<file path="src/rtl/output_axi_writer.sv">
// Drains packed rows from the 4-slot row buffer and writes them to DDR as AXI4 INCR bursts.
// First W beat 2 cycles after AW accept, then 1/cycle; AW/W/B all stall cleanly, buffer reads run at most 2 ahead.
module output_axi_writer #(
    parameter int C_S_AXI_ID_WIDTH   = 3,
    parameter int C_S_AXI_ADDR_WIDTH = 32,
    parameter int C_S_AXI_DATA_WIDTH = 64,
    parameter int C_S_AXI_BURST_LEN  = 8,
    parameter int MAX_OUTSTANDING    = 15
) (
    input  logic                            clk,
    input  logic                            reset_n,
    input  logic                            Start,
    input  logic [C_S_AXI_ADDR_WIDTH-1:0]   axi_address,
    input  logic [6:0]                      words_per_row,
    input  logic [15:0]                     total_rows,
    input  logic [15:0]                     row_stride,
    input  logic                            row_complete,
    output logic                            row_release,
    output logic                            busy,
    output logic                            done,
    output logic                            wr_error,
    output logic [7:0]                      addrb,
    output logic                            enb,
    input  logic [C_S_AXI_DATA_WIDTH-1:0]   doutb,
    output logic [C_S_AXI_ID_WIDTH-1:0]     M_axi_awid,
    output logic [C_S_AXI_ADDR_WIDTH-1:0]   M_axi_awaddr,
    output logic [7:0]                      M_axi_awlen,
    output logic [2:0]                      M_axi_awsize,
    output logic [1:0]                      M_axi_awburst,
    output logic                            M_axi_awlock,
    output logic [3:0]                      M_axi_awcache,
    output logic [2:0]                      M_axi_awprot,
    output logic [3:0]                      M_axi_awqos,
    output logic                            M_axi_awvalid,
    input  logic                            M_axi_awready,
    output logic [C_S_AXI_DATA_WIDTH-1:0]   M_axi_wdata,
    output logic [C_S_AXI_DATA_WIDTH/8-1:0] M_axi_wstrb,
    output logic                            M_axi_wlast,
    output logic                            M_axi_wvalid,
    input  logic                            M_axi_wready,
    input  logic [1:0]                      M_axi_bresp,
    input  logic                            M_axi_bvalid,
    output logic                            M_axi_bready
);
    localparam int AW = C_S_AXI_ADDR_WIDTH;
    localparam int DW = C_S_AXI_DATA_WIDTH;

    typedef enum logic [2:0] {S_IDLE, S_WAIT_ROW, S_ADDR, S_DATA, S_DRAIN, S_DONE} state_t;
    state_t state_q, state_d;

    logic [6:0]    wpr_q, word_idx_q;
    logic [15:0]   total_q, stride_q, rows_done_q;
    logic [AW-1:0] row_addr_q, awaddr_q;
    logic [7:0]    awlen_q;
    logic [4:0]    rd_left_q, beats_left_q;
    logic [5:0]    rd_ptr_q;
    logic          in_flight_q;
    logic [DW-1:0] fifo_mem_q [2];
    logic          fifo_wr_q, fifo_rd_q;
    logic [1:0]    fifo_cnt_q;
    logic [2:0]    rows_avail_q;
    logic [1:0]    slot_q;
    logic          release_q;
    logic [3:0]    outstanding_q;
    logic          wr_error_q;

    logic       start_ok, aw_fire, w_vld, w_fire, b_fire, last_beat, row_words_left, more_rows;
    logic       load_aw, overflow;
    logic [2:0] avail_now;
    logic [6:0] rem, burst_words;

    assign start_ok       = Start && (state_q == S_IDLE || state_q == S_DONE);
    assign aw_fire        = M_axi_awvalid && M_axi_awready;
    assign w_vld          = fifo_cnt_q != 2'd0;
    assign w_fire         = w_vld && M_axi_wready;
    assign b_fire         = M_axi_bvalid && M_axi_bready;
    assign last_beat      = w_fire && beats_left_q == 5'd1;
    assign row_words_left = word_idx_q < wpr_q;
    assign more_rows      = ({1'b0, rows_done_q} + 17'd1) < {1'b0, total_q};
    // The release pulse has not yet reached rows_avail, so discount it here.
    assign avail_now      = rows_avail_q - {2'b0, release_q};
    assign rem            = wpr_q - word_idx_q;
    assign burst_words    = (rem > 7'(C_S_AXI_BURST_LEN)) ? 7'(C_S_AXI_BURST_LEN) : rem;
    assign overflow       = row_complete && !release_q && rows_avail_q == 3'd4;

    always_comb begin
        state_d       = state_q;
        load_aw       = 1'b0;
        M_axi_awvalid = 1'b0;
        enb           = 1'b0;
        case (state_q)
            S_IDLE, S_DONE: if (start_ok) state_d = (total_rows == 16'd0) ? S_DRAIN : S_WAIT_ROW;
            S_WAIT_ROW: if (avail_now != 3'd0) begin
                state_d = S_ADDR;
                load_aw = 1'b1;
            end
            S_ADDR: begin
                M_axi_awvalid = outstanding_q < 4'(MAX_OUTSTANDING);
                if (aw_fire) state_d = S_DATA;
            end
            S_DATA: begin
                // Pop this cycle frees a slot, which keeps beats back-to-back.
                enb = rd_left_q != 5'd0 &&
                      ({1'b0, fifo_cnt_q} + {2'b0, in_flight_q}) < (3'd2 + {2'b0, w_fire});
                if (last_beat) begin
                    if (row_words_left) begin
                        state_d = S_ADDR;
                        load_aw = 1'b1;
                    end else begin
                        state_d = more_rows ? S_WAIT_ROW : S_DRAIN;
                    end
                end
            end
            S_DRAIN: if (outstanding_q == 4'd0) state_d = S_DONE;
            default: state_d = S_IDLE;
        endcase
    end

    always_ff @(posedge clk or negedge reset_n) begin
        if (!reset_n) begin
            state_q       <= S_IDLE;
            wpr_q         <= '0;
            word_idx_q    <= '0;
            total_q       <= '0;
            stride_q      <= '0;
            rows_done_q   <= '0;
            row_addr_q    <= '0;
            awaddr_q      <= '0;
            awlen_q       <= '0;
            rd_left_q     <= '0;
            beats_left_q  <= '0;
            rd_ptr_q      <= '0;
            in_flight_q   <= 1'b0;
            fifo_mem_q[0] <= '0;
            fifo_mem_q[1] <= '0;
            fifo_wr_q     <= 1'b0;
            fifo_rd_q     <= 1'b0;
            fifo_cnt_q    <= '0;
            rows_avail_q  <= '0;
            slot_q        <= '0;
            release_q     <= 1'b0;
            outstanding_q <= '0;
            wr_error_q    <= 1'b0;
        end else begin
            state_q   <= state_d;
            release_q <= 1'b0;
            if (start_ok) begin
                wpr_q       <= words_per_row;
                total_q     <= total_rows;
                stride_q    <= row_stride;
                row_addr_q  <= axi_address;
                rows_done_q <= '0;
                word_idx_q  <= '0;
            end
            if (load_aw) begin
                awaddr_q <= row_addr_q + {{(AW-10){1'b0}}, word_idx_q, 3'b000};
                awlen_q  <= 8'(burst_words - 7'd1);
            end
            if (enb) begin
                rd_left_q <= rd_left_q - 5'd1;
                rd_ptr_q  <= rd_ptr_q + 6'd1;
            end
            in_flight_q <= enb;
            if (in_flight_q) begin
                fifo_mem_q[fifo_wr_q] <= doutb;
                fifo_wr_q             <= ~fifo_wr_q;
            end
            if (w_fire) begin
                fifo_rd_q    <= ~fifo_rd_q;
                beats_left_q <= beats_left_q - 5'd1;
            end
            fifo_cnt_q <= 2'(fifo_cnt_q + {1'b0, in_flight_q} - {1'b0, w_fire});
            if (aw_fire) begin
                word_idx_q   <= word_idx_q + {3'b0, awlen_q[3:0]} + 7'd1;
                rd_left_q    <= {1'b0, awlen_q[3:0]} + 5'd1;
                beats_left_q <= {1'b0, awlen_q[3:0]} + 5'd1;
                rd_ptr_q     <= word_idx_q[5:0];
            end
            if (last_beat && !row_words_left) begin
                release_q   <= 1'b1;
                rows_done_q <= rows_done_q + 16'd1;
                row_addr_q  <= row_addr_q + {{(AW-16){1'b0}}, stride_q};
                word_idx_q  <= '0;
            end
            case ({row_complete, release_q})
                2'b10:   if (!overflow) rows_avail_q <= rows_avail_q + 3'd1;
                2'b01:   rows_avail_q <= rows_avail_q - 3'd1;
                default: rows_avail_q <= rows_avail_q;
            endcase
            if (release_q) slot_q <= slot_q + 2'd1;
            case ({aw_fire, b_fire})
                2'b10:   outstanding_q <= outstanding_q + 4'd1;
                2'b01:   outstanding_q <= outstanding_q - 4'd1;
                default: outstanding_q <= outstanding_q;
            endcase
            if (start_ok) wr_error_q <= 1'b0;
            if ((b_fire && M_axi_bresp != 2'b00) || overflow) wr_error_q <= 1'b1;
        end
    end

    assign row_release   = release_q;
    assign busy          = state_q inside {S_WAIT_ROW, S_ADDR, S_DATA, S_DRAIN};
    assign done          = state_q == S_DONE;
    assign wr_error      = wr_error_q;
    assign addrb         = {slot_q, rd_ptr_q};
    assign M_axi_awid    = '0;
    assign M_axi_awaddr  = awaddr_q;
    assign M_axi_awlen   = awlen_q;
    assign M_axi_awsize  = 3'd3;
    assign M_axi_awburst = 2'b01;
    assign M_axi_awlock  = 1'b0;
    assign M_axi_awcache = 4'b0011;
    assign M_axi_awprot  = 3'b000;
    assign M_axi_awqos   = 4'b0000;
    assign M_axi_wdata   = fifo_mem_q[fifo_rd_q];
    assign M_axi_wstrb   = {(DW/8){w_vld}};
    assign M_axi_wlast   = w_vld && beats_left_q == 5'd1;
    assign M_axi_wvalid  = w_vld;
    assign M_axi_bready  = outstanding_q != 4'd0;
endmodule

</file>
<file path="config.mk">
export PLATFORM = sky130hd
export DESIGN_NAME = output_axi_writer
export DESIGN_NICKNAME = d
export VERILOG_FILES = /design/src/rtl/output_axi_writer.sv
export SDC_FILE = /design/constraint.sdc
export NUM_CORES = 1
export LEC_CHECK = 0
export ABC_AREA = 1
export BUFFER_PORTS_ARGS = -buffer_cell sky130_fd_sc_hd__buf_4
export CAP_MARGIN = 20
export CORE_MARGIN = 4
export CORE_UTILIZATION = 43
export DETAILED_ROUTE_END_ITERATION = 6
export PLACE_DENSITY = 0.66
export SKIP_LAST_GASP = 1
export SYNTH_ARGS = -nofsm -noshare
export SYNTH_HDL_FRONTEND = slang
export SYNTH_SLANG_ARGS = --single-unit
</file>
<file path="constraint.sdc">
create_clock -name clk -period 7.4 [get_ports clk]
set_input_delay 0.37 -clock clk [delete_from_list [all_inputs] [get_ports clk]]
set_output_delay 0.37 -clock clk [all_outputs]
set_load 0.01 [all_outputs]
</file>
Word-level counts from Yosys, hierarchy flattened
Index checks and enable logic that the tools add are counted.
{"block": "word_totals", "reg_bits": 297, "wordCells": 150}
{"block": "classes", "reduce_logical": 35, "n_eq_ne": 17, "muxes": 41, "bitwise": 4, "addsub": 22, "order_cmp": 8}
{"operator": "$mux W64", "n": 4}
{"operator": "$bwmux W128", "n": 1}
{"operator": "$demux W64 S1", "n": 1}
{"operator": "$mux W32", "n": 2}
{"operator": "$add A32 B10 Y32", "n": 1}
{"operator": "$add A32 B16 Y32", "n": 1}
{"operator": "$mux W16", "n": 2}
{"operator": "$mux W7", "n": 4}
{"operator": "$mux W3", "n": 9}
{"operator": "$mux W5", "n": 4}
{"operator": "$add A16 B1 Y17 const B", "n": 1}
{"operator": "$lt A17 B16 Y1", "n": 1}
{"operator": "$add A16 B1 Y16 const B", "n": 1}
{"operator": "$logic_not A16 Y1", "n": 1}
{"operator": "$reduce_bool A2 Y1", "n": 8}
{"operator": "$pmux W3 S5", "n": 1}
{"operator": "$logic_and A1 B1 Y1", "n": 12}
{"operator": "$mux W6", "n": 2}
{"operator": "$ne A2 B2 Y1 const B", "n": 6}
{"operator": "$sub A5 B1 Y5 const B", "n": 2}
{"operator": "$eq A3 B3 Y1 const B", "n": 3}
{"operator": "$mux W1", "n": 8}
{"operator": "$pmux W4 S2", "n": 1}
{"operator": "$reduce_bool A4 Y1", "n": 2}
{"operator": "other kinds (40)", "n": 49}

Longest topological paths before layout
{"block": "logic_depth", "ltp_word": 8, "depth_mapped": 23, "mapped_depth_nobuf": 23}

Least setup slack after synthesis
No wires, ideal clock.
{"block": "synth_timing", "path_kind": "reg-to-reg", "start": "register state_q[2]", "end": "register outstanding_q[3]", "setup_time_ps": 122, "period_less_slack_ps": 2607, "n_path_buf": 2, "arrival_time_ps": 2484, "slack_ps": 4793, "stages_incl_launch_ff": 16, "path_cell_list": "dfrtp_1 > nor3_2 > inv_2 > a21oi_2 > nand2_2 > buf_6 > buf_6 > ha_1 > ha_1 > nand2_1 > nor2_1 > a211oi_1 > nor2_1 > nor2_1 > nand2_1 > xor2_1"}
{"block": "synth_via", "elab_chain_cells": 5, "word_cells_on_any_way": 7}
{"element": "from (decl)", "line": "49", "source": "state_t state_q, state_d;"}
{"element": "from (signal assigned)", "line": "145", "source": "state_q <= state_d;"}
{"element": "$eq A3 B2 Y1 (*)", "line": "91", "source": "case (state_q)"}
{"element": "$mux W1 (*)", "line": "91"}
{"element": "net M_axi_awvalid", "line": "34", "source": "output logic M_axi_awvalid,"}
{"element": "$logic_and A1 B1 Y1 (*)", "line": "73", "source": "assign aw_fire = M_axi_awvalid && M_axi_awready;"}
{"element": "$eq A2 B1 Y1 / $eq A2 B2 Y1 (equally long branches)", "line": "191", "source": "case ({aw_fire, b_fire})"}
{"element": "$pmux W4 S2 / $reduce_bool A2 Y1 (equally long branches)"}
{"element": "to (signal assigned)", "line": "192", "source": "2'b10: outstanding_q <= outstanding_q + 4'd1;"}
{"element": "to (signal assigned)", "line": "193", "source": "2'b01: outstanding_q <= outstanding_q - 4'd1;"}
{"element": "to (signal assigned)", "line": "194", "source": "default: outstanding_q <= outstanding_q;"}
{"element": "to (decl)", "line": "64", "source": "logic [3:0] outstanding_q;"}
Mark *: on every way through the listed nets, which the timed path passes. The rest lies on a longest branch.
A chain may end at the register's enable or synchronous reset.

Worst setup path after layout
{"block": "layout_timing", "start": "register word_idx_q[4]", "end": "register word_idx_q[6]"}
{"block": "layout_via", "elab_chain_cells": 4, "word_cells_on_any_way": 8}
{"element": "from (decl)", "line": "51", "source": "logic [6:0] wpr_q, word_idx_q;"}
{"element": "from (signal assigned)", "line": "174", "source": "word_idx_q <= word_idx_q + {3'b0, awlen_q[3:0]} + 7'd1;"}
{"element": "$add A7 B4 Y7 / $lt A7 B7 Y1 (equally long branches)", "line": "174, 78"}
{"element": "$add A7 B1 Y7 / $logic_not A1 Y1 (equally long branches)", "line": "174, 179"}
{"element": "$mux W7 / $logic_and A1 B1 Y1 (equally long branches)", "line": "173, 179"}
{"element": "$mux W7 / $reduce_bool A3 Y1 (equally long branches)"}
Parallel ways exist; a longest one is shown, timed or not.

==> flow_metrics.py <==
metrics = {
    "worst_setup_path": {
        "worstPathRequired_ns": 7.83,
        "critPathArrivalTime_ns": 3.58,
        "path_class": "flop to flop",
        "crit_fanout": 33,
        "worstSetupEndpointType": "flop",
        "worstSetupStartpointType": "flop",
    },
    "cells_and_area": {
        "final_cell_mix": "nand2_1, dfrtp_1, buf_4",
        "fin_area_um2": 20200,
        "layout-drive-gt1-share_pct": 15.21,
        "num_antenna_cells": 0,
        "layout.nets": 2656,
        "final_common_cell": "nand2_1",
        "area_delta_synth_final_pct": 20.80,
    },
    "die": {
        "rows": 71,
        "floorplan.initialDensity_pct": 43.97,
        "die-area_um2": 42100,
        "die_w_um": 205.2,
        "io_pins": 293,
        "die_y_um": 205.2,
        "core_um2": 38020,
    },
    "pwr": {
        "ir_worst_vdd_mv": 0.1890,
        "p_int_mw": 5.172,
        "power.leakage_nw": 10.88,
        "pwr-share-comb_pct": 47.8,
        "swShare_pct": 42.58,
        "powerDensity_nw_per_um2": 446.0,
        "p_sw_mw": 3.836,
        "p_clk_share_pct": 19.9,
        "total_power_mw": 9.008,
        "seqPwrFrac_pct": 32.2,
    },
    "clocking": {
        "clk_pin_slew_ns": 0.06,
        "clk_latency_ns": 0.53,
        "cts.path.max_buffers": 3,
        "post_cts_resize_count": 0,
        "numCtsBuffers": 35,
        "cts_root_buffer": "clkbuf_16",
        "cts_tree": "yes",
        "cts_max_level": 2,
        "cts.sinks": 297,
        "postCtsSetupBuffers": 0,
    },
    "route": {
        "dr.pass1.iters": 5,
        "vias": 15030,
        "routed-wl-met3_um": 3653,
        "detail-route-antenna-nets": 0,
        "top_layer_used": "met4",
        "m1WireLength_um": 20690,
        "met2RoutedLength_um": 21330,
        "drt-initial-drc-count": 1254,
        "wl_per_cell_um": 15.71,
        "via_per_inst": 5.049,
        "drcViolationCount": 0,
        "routed_wl_um": 46760,
    },
    "timing": {
        "fin_tns_setup_ns": 0,
        "fin_crit_sh_pct": 42.53,
        "worstMarginPinSlew_ns": 1.070,
        "max_slew_margin_pct": 28.68,
        "hold_viol_final": 0,
        "period_needed_ns": 3.147,
        "setup_viol": 0,
        "finalClockSkew_ns": 0.01665,
        "fmax_ghz": 0.3177,
        "rsz0062_at_grt": "no",
        "slew_violations": 0,
    },
    "placement": {
        "port_buffers": 272,
        "gp_congestion": 0.9239,
        "place_area_um2": 18970,
        "dp_hpwl_um": 33940,
    },
    "global_routing": {
        "grt_max_degree": 173,
        "grt.overflow.total": 0,
        "grt_pass1_vias": 14540,
        "antenna_found_initial": 0,
        "track_usage_pct": 21.89,
        "grt_pass1_wl_um": 75420,
    },
    "logic_synthesis": {
        "ys.flop_type": "dfrtp_1",
        "synth.distinct_cells": 46,
        "synth_area_leaders": "dfrtp_1, nand2_1, inv_1",
        "synth_area_um2": 16720,
        "ys_ff_latch": 297,
        "syn_avg_cell_area_um2": 7.566,
        "yosys.area.top_type_share_pct": 44.45,
        "yosys.area.top_type": "dfrtp_1",
        "async_flop_share_pct": 100.0,
        "synthCells": 2210,
        "synth_edf_count": 0,
        "yosysSeqAreaShare_pct": 44.45,
        "ys.warnings.count": 0,
    },
    "hold_path": {
        "hold_path.class": "input pin to flop",
    },
    "status": {
        "status": "complete, no violations",
    },
    "job": {
        "cap_violations": 0,
    },
}
[critical path: stages (launching register included)]
cell and delay (ns):
dfrtp_1 0.42, inv_1 0.14, ha_1 0.39, a21oi_1 0.13, o21a_1 0.18, nand2_1 0.08
nand2_2 0.08, nand2_4 0.28, nand2_4 0.21, inv_2 0.55, nand2_1 0.35, o21ai_0 0.24
[synth_stat cells (10+ instances only)]
master and instances:
buf_4 37, buf_2 11, clkbuf_1 44, nand4_1 37
o21ai_0 190, o21ai_1 25, o211ai_1 16, inv_1 254
xnor2_1 20, nor2_1 103, xor2_1 47, nand2_1 814
ha_1 65, a21oi_1 42, dfrtp_1 297, nand3_1 90
nor3_1 18, inv_2 10
[flip-flops by register name, indices dropped and copies added, names as in the netlist, 6 cells and up]
signal,flops
stride_q,16
row_addr_q,32
fifo_mem_q,128
wpr_q,7
word_idx_q,7
M_axi_awaddr,32
total_q,16
rd_ptr_q,6
rows_done_q,16
M_axi_awlen,8
[path summary, 6_finish.rpt]
| check | start | endpoint | slack [ns] | cells past startpoint |
|---|---|---|---|---|
| min in group asynchronous | reset_n | fifo_mem_q[12]$_DFFE_PN0P_ | 0.51 | 2 |
| worst min-delay path | row_stride[0] | stride_q[0]$_DFFE_PN0P_ | 0.05 | 3 |
| max in group asynchronous | reset_n | row_addr_q[24]$_DFFE_PN0P_ | 5.38 | 3 |
| worst max register to register | word_idx_q[4]$_DFFE_PN0P_ | word_idx_q[6]$_DFFE_PN0P_ | 4.25 | 11 |
| worst min register to register | outstanding_q[0]$_DFFE_PN0P_ | outstanding_q[0]$_DFFE_PN0P_ | 0.48 | 1 |
| worst max-delay path | word_idx_q[4]$_DFFE_PN0P_ | word_idx_q[6]$_DFFE_PN0P_ | 4.25 | 11 |
[routing by layer]
layer / track usage (%) / up-vias
li1: - / 7422
met1: 30.23 / 7040
met2: 35.62 / 495
met3: 4.429 / 73
met4: 5.407 / 0
met5: 0 / -
[layout make-up]
type | count | area [µm²]
Fill cell | 3698 | 17820
Multi-Input combinational cell | 1563 | 7794
Sequential cell | 297 | 7433
Timing Repair Buffer | 279 | 2117
Clock buffer | 51 | 1067
Inverter | 265 | 997.2
Tap cell | 511 | 639.4
Clock inverter | 11 | 148.9
[power by group through the flow]
stage	Combinational, mW	Sequential, mW	Clock (mW)
after floorplan	2.85	2.80	0
after global placement	4.22	2.90	0
after detailed placement	4.32	2.92	0
after CTS	4.34	2.90	1.85
after global routing	4.89	2.99	1.91
final	4.31	2.90	1.80
[cells by family after synthesis]
family                   after synthesis  synth area share, %
buffers and inverters                368                9.414
XOR/XNOR                              67                3.510
AND/OR/NAND/NOR                     1091                26.51
flip-flops                           297                44.45
other                                  2              0.04492
AO/OA/AOI/OAI                        312                10.36
multiplexers                           2               0.1197
adder cells (fa/ha/maj)               71                5.583
[stage by stage]
step           cells  setup WS [ns]  utilization, %  hold slack, ns
3_5_place_dp    2914          4.274           49.89          0.4660
4_1_cts         2977          4.253           53.12         0.02057
6_report        2977          4.253           53.12         0.04535
3_3_place_gp    2914          4.339           49.89          0.4630
2_1_floorplan   2228          4.793               -         0.07441
5_1_grt         2977          3.945           53.12         0.04487
[timing repair]
action	4_1_cts	5_1_grt
hold buffers	1	0
endpoints found under the hold margin	83	0
setup endpoints to repair	0	0
Note: power is estimated with default switching activity, not from simulation.
